### src/rtl/skolem_chk_pkg.sv
// Shared definitions for the Skolem witness checkers: FSM state type,
// default widths and the invertibility condition for (x >> s) != t.
package skolem_chk_pkg;

  localparam int W_DEF  = 4;
  localparam int CW_DEF = 16;

  typedef enum logic [1:0] {
    IDLE,
    SHIFT,
    DONE
  } chk_state_t;

  // A solution exists unless every x is shifted to zero and zero is forbidden.
  function automatic logic ic_lshr_ne(input logic [31:0] s, input logic [31:0] t,
                                      input int unsigned w);
    return !((s >= w) && (t == 32'd0));
  endfunction

endpackage

### src/rtl/skolem_lshr_ne_checker_sat_counter.sv
// Saturating up-counter with synchronous clear that takes priority over increment.
module sat_counter
  import skolem_chk_pkg::*;
#(
  parameter int CW = CW_DEF
) (
  input  logic          clk,
  input  logic          rst,
  input  logic          inc,
  input  logic          clr,
  output logic [CW-1:0] cnt
);

  function automatic logic [CW-1:0] sat_inc(input logic [CW-1:0] v);
    return (&v) ? v : v + CW'(1);
  endfunction

  always_ff @(posedge clk or posedge rst) begin
    if (rst) begin
      cnt <= '0;
    end else if (clr) begin
      cnt <= '0;
    end else if (inc) begin
      cnt <= sat_inc(cnt);
    end
  end

endmodule

### config.mk
export PLATFORM = sky130hd
export DESIGN_NAME = sat_counter
export DESIGN_NICKNAME = d
export VERILOG_FILES = /design/src/rtl/skolem_chk_pkg.sv /design/src/rtl/skolem_lshr_ne_checker_sat_counter.sv
export SDC_FILE = /design/constraint.sdc
export NUM_CORES = 1
export LEC_CHECK = 0
export CAP_MARGIN = 15
export CORE_MARGIN = 2
export CORE_UTILIZATION = 53
export DETAILED_ROUTE_END_ITERATION = 12
export PLACE_DENSITY_LB_ADDON = 0.05
export RECOVER_POWER = 25
export SLEW_MARGIN = 5
export SYNTH_ARGS = -nofsm -noshare
export SYNTH_HDL_FRONTEND = slang
export SYNTH_SLANG_ARGS = --single-unit
export TNS_END_PERCENT = 5
### constraint.sdc
create_clock -name clk -period 3.12 [get_ports clk]
set_input_delay 0.468 -clock clk [delete_from_list [all_inputs] [get_ports clk]]
set_output_delay 0.468 -clock clk [all_outputs]
set_load 0.01 [all_outputs]
==> impl_metrics.tcl, run 1 <==
set metrics [dict create \
    outcome "completed" \
    ir_worst_vdd_mv 0.2005 \
    synthesis.nets 103 \
    clockBufferDepth 2 \
    synth_top_area_frac 0.4167 \
    final_antenna_net_count 0 \
    synthDistinctLibCells 32 \
    yosys.area.top_type "dfrtp_1" \
    required_ns 3.30 \
    critPathSlowestCell "nor4_4" \
    finalWorstSetupSlack_ns 1.141 \
    drv_cap 0 \
    ioPinCount 20 \
    vias 878 \
    cts_resized 0 \
    area_growth_pct 26.04 \
    clk_pin_slew_ns 0.10 \
    grt_pass1_vias 797 \
    min_period_ns 1.979 \
    end_kind "flip-flop" \
    ys_seq_area_frac 0.4167 \
    dieArea_um2 2170 \
    crit_arrival_ns 2.16 \
    cts_root_buf "clkbuf_4" \
    critical_path_peak_fanout 10 \
    cts_buffers 3 \
    cts_setup_buffers 0 \
    largest-register "cnt" \
    antennaDiodeCount 0 \
    final_util 0.7092 \
    die_y_um 46.58 \
    clock-skew-final_ns 0.002519 \
    h-tree-depth 1 \
    drv_slew 0 \
    post-route-period-util 0.6342 \
    grt_antenna_before_repair 0 \
    finalNetCount 125 \
    timing_hold_violations_final 0 \
    grt_overflow 0 \
    floorplan.rows 15 \
    placed_area_um2 1175 \
    io_buffers 19 \
    fmax_ghz 0.5054 \
    drt_iter0_drc 9 \
    start_util 0.5626 \
    gp_routability_congestion 0.7979 \
    syn_inst 98 \
    power_leakage_uw 0.0004756 \
    biggestRegsByFlops "cnt: 16 flops" \
    hold_class "reg -> reg" \
    synthTopCellsByArea "dfrtp_1, a21oi_1, o31ai_1" \
    drc 0 \
    grt_max_degree 20 \
    drive_gt1_frac 0.1345 \
    fin_setup_tns_ns 0 \
    grt_first_pass_wirelength_mm 3.519 \
    fillers 131 \
    rsz0062_at_grt "no" \
    crit_type "reg -> reg" \
    wirelength_mm 2.078 \
    firstDrtPassIters 4 \
    die_w_um 46.58 \
    cts.sinks 16 \
    track_usage 0.2303 \
    viasPerCell 6.097 \
    netlist_area_um2 960.9 \
    cp_cell_sequence "ha_1 -> nand4_1 -> nor4_4 -> nor2b_2 -> mux2_4" \
    yosysWarningCount 0 \
    critPathMaxStageDelay_ns 0.51 \
    tightest_slew_ns 0.6575 \
    largest_reg_flops 16 \
    startpoint_type "flip-flop" \
    syn_avg_cell_area_um2 9.805 \
    post-place-ws_ns 0.9057 \
    wl_per_cell_um 14.43 \
    setup_viol 0 \
    relSlewSlack 0.5603 \
    dp_hpwl_mm 1.510 \
    holdBufCountCts 0 \
    core_um2 1708 \
    ys_ff_latch 16 \
    pwr_density_cell_nw_per_um2 314.0 \
    design_area_um2 1211 \
    insertion_delay_ns 0.29 \
    fin_total_pwr_uw 380.3 \
    cts_tree "built" \
]
cells in the final DEF (no fill, tap or decap), types with 2 or more instances in the layout:
master,n
and4_4,2
nand2_1,4
or3_1,2
nand4_4,2
nor3_1,4
or4_1,7
dfrtp_1,16
clkdlybuf4s50_1,18
nand3_1,5
or3_2,2
o31ai_1,8
clkbuf_4,3
inv_1,5
nor2b_1,2
nand4_1,2
o21ai_0,4
a21oi_1,13
nor2_1,3
nand2b_1,2
logic make-up (layout without fill, tap and decap cells):
kind of cell | Yosys count | after routing | share of synthesized area
buffers and inverters | 7 | 28 | 0.02734
AOI/OAI and AO/OA | 27 | 27 | 0.1680
adders and majority gates | 1 | 1 | 0.01302
and+or+nand+nor | 44 | 44 | 0.3372
muxes | 3 | 3 | 0.03776
DFF | 16 | 16 | 0.4167
power by group:
group / internal, µW / switching (µW)
sequential: 210 / 3.85
clock: 71.1 / 67.2
combinational: 13.1 / 15.3
metal layers:
| layer | vias up | global-route usage | part of all wire |
|---|---|---|---|
| met4 | 0 | 0.08571 | 0.013 |
| met5 | - | 0 | 0 |
| li1 | 425 | - | - |
| met1 | 427 | 0.3285 | 0.46 |
| met2 | 22 | 0.3472 | 0.49 |
| met3 | 4 | 0.03529 | 0.034 |
path summary, 6_finish.rpt:
| kind | start | end | slack (ns) | cells past startpoint |
|---|---|---|---|---|
| worst max register to register | cnt[0] | cnt[0] | 1.14 | 5 |
| worst max-delay path | cnt[0] | cnt[0] | 1.14 | 5 |
| worst min-delay path | cnt[14] | cnt[14] | 0.62 | 2 |
| min in group asynchronous | rst | cnt[4] | 0.69 | 2 |
| max in group asynchronous | rst | cnt[2] | 2.03 | 2 |
| worst min register to register | cnt[14] | cnt[14] | 0.62 | 2 |
Yosys cell counts (all sizes together):
library cell   n
inv            5
o21ai          4
nand2b         2
or3            4
nor2b          3
a21oi         13
a41oi          1
mux2           2
nand2          5
nand4          5
nor4           2
dfrtp         16
mux2i          1
nor3           4
clkbuf         1
or4            7
and2           1
nand3          5
and4           3
o31ai          8
o211ai         1
buf            1
nor2           3
ha             1
through the flow:
| stage | hold slack [ns] | instances |
|---|---|---|
| floorplan | 0.3817 | 98 |
| global placement | 0.5885 | 140 |
| detailed placement | 0.5971 | 140 |
| CTS | 0.5817 | 144 |
| global route | 0.6544 | 144 |
| finish | 0.6150 | 144 |
layout make-up:
class	count	area, µm²	area share
well taps	25	31.28	0.02583
multi-input cells	75	534.3	0.4411
repair buffers	19	190.2	0.1570
clock buffers	4	36.28	0.02996
flip-flops and latches	16	400.4	0.3306
inverters	5	18.77	0.01550
worst max-delay path, delay by kind of cell, from the launching register on:
family,cells,cell delay [ns]
mux,1,0.32
flops,1,0.44
simple gates,3,0.87
fa+ha+maj,1,0.26
No activity file was read; power rests on OpenSTA's default activity.
==> run 2, diff against run 1 <==
Settings changed: CORE_UTILIZATION 53 to 49.
Clock period 3.12 ns to 2 ns, I/O delays scaled along.
==> run 2 against run 1 <==
Fmax grew 13%. Routed wire length up 3.6%. Count of clock-buffer cells in the layout is the same. Sequential share of layout area decreased by 1.1 points. Final cell count rose by 4.9%. Worst setup slack worse by 0.90 ns. Worst hold slack worse by 0.10 ns.
==> impl_metrics.tcl, run 2 (synthesis gave the netlist of run 1 again) <==
set metrics [dict create \
    outcome "completed" \
    gp_routability_congestion 0.7889 \
    grt_first_pass_wirelength_mm 3.415 \
    drt_iter0_drc 17 \
    placed_area_um2 1215 \
    crit_arrival_ns 1.98 \
    grt_pass1_vias 782 \
    grt_max_degree 17 \
    clk_pin_slew_ns 0.10 \
    ioPinCount 20 \
    insertion_delay_ns 0.29 \
    required_ns 2.22 \
    multiInputGateArea_um2 534.3 \
    floorplan.rows 16 \
    ir_worst_vdd_mv 0.3769 \
    track_usage 0.2061 \
    holdWs_ns 0.5114 \
    r2r_start "cnt[0]" \
    cts_root_buf "clkbuf_4" \
    regToRegEndpoint "cnt[5]" \
    wirelength_mm 2.153 \
    cts_tree "built" \
    die_w_um 48.29 \
    clockBufferDepth 2 \
    routed.top_layer "met4" \
    biggestRegsByFlops "cnt: 16 flops" \
    firstDrtPassIters 4 \
    clock-skew-final_ns 0.001441 \
    regArea_um2 400.4 \
    cts_setup_buffers 0 \
    drive_gt1_frac 0.1694 \
    end_kind "flip-flop" \
    fin_setup_tns_ns 0 \
    relSlewSlack 0.5871 \
    vias 874 \
    h-tree-depth 1 \
    drc 0 \
    largest_reg_flops 16 \
    timing_hold_violations_final 0 \
    io_buffers 19 \
    r2r_cells 6 \
    wl_per_cell_um 14.26 \
    layout_common_cells "clkdlybuf4s50_1, dfrtp_1, a21oi_1" \
    dieArea_um2 2331 \
    rsz0062_at_grt "no" \
    holdBufCountCts 0 \
    viasPerCell 5.788 \
    layout_commonest_cell "clkdlybuf4s50_1" \
    grt_overflow 0 \
    wl_met3_um 44 \
    antennaDiodeCount 0 \
    cts_resized 0 \
    wl_met2_mm 1.093 \
    tightest_slew_ns 0.6186 \
    r2r_setup_slack_ns 0.24 \
    cts_buffers 3 \
    core_um2 1902 \
    die_y_um 48.29 \
    grt_antenna_before_repair 0 \
    min_period_ns 1.759 \
    post-route-period-util 0.8793 \
    cts.sinks 16 \
    dp_hpwl_mm 1.616 \
    drv_slew 0 \
    startpoint_type "flip-flop" \
    wl_met1_um 982 \
    crit_type "reg -> reg" \
    finalNetCount 130 \
    start_util 0.5053 \
    fmax_ghz 0.5686 \
    critical_path_peak_fanout 6 \
    power_leakage_uw 0.0005011 \
    hold_class "in -> async" \
    design_area_um2 1251 \
    final_antenna_net_count 0 \
    area_growth_pct 30.21 \
    setup_viol 0 \
    fillers 161 \
    largest-register "cnt" \
    drv_cap 0 \
    pwr_density_cell_nw_per_um2 482.0 \
]
## run 2: cell count changes in the layout (fill, tap and decap cells not counted), sizes merged
| cell | before | now |
|---|---|---|
| buf | 0 | 5 |
## run 2: stage by stage
| stage | power [µW] | setup slack (ns) | std cells | utilization |
|---|---|---|---|---|
| final | 603.1 | 0.2413 | 151 | 0.6579 |
| after floorplan | 362.8 | 0.2188 | 98 | - |
| after global placement | 391.1 | 0.1463 | 147 | 0.6388 |
| after CTS | 610.1 | 0.2238 | 151 | 0.6579 |
| after detailed placement | 393.2 | 0.1137 | 147 | 0.6388 |
| after global routing | 626.3 | 0.1034 | 151 | 0.6579 |
## run 2: area by class of cell
type / count / area share
clock buffer: 4 / 0.02900
inverter: 5 / 0.01500
multi-input combinational: 75 / 0.4270
sequential: 16 / 0.3200
tap: 27 / 0.02700
timing repair buffer: 24 / 0.1820
## run 2: per-layer routing
layer / GRT usage / vias to the layer above
met1: 0.2864 / 419
met3: 0.02593 / 4
met5: 0 / -
met4: 0.07027 / 0
met2: 0.3289 / 14
li1: - / 437
## run 2: where the power goes
| part | internal, µW | switching, µW | total, µW | leakage (µW) |
|---|---|---|---|---|
| clock network | 111 | 107 | 217 | 0.0000210 |
| registers | 327 | 2.77 | 330 | 0.000222 |
| logic | 27.4 | 28.3 | 55.7 | 0.000258 |
## run 2: worst max path at each step
stage           start       to  slack (ns)
3_5_place_dp      inc  cnt[13]        0.11
5_1_grt        cnt[0]   cnt[5]        0.10
6_report       cnt[0]   cnt[5]        0.24
4_1_cts        cnt[0]   cnt[5]        0.22
2_1_floorplan  cnt[0]   cnt[0]        0.22
3_3_place_gp      inc  cnt[13]        0.15
## run 2: critical path, stage by stage (launching register included)
cell and delay, ns:
dfrtp_1 0.40, ha_1 0.26, nand4_1 0.21, nor4_4 0.09
buf_4 0.16, or3_2 0.41, a21oi_1 0.15
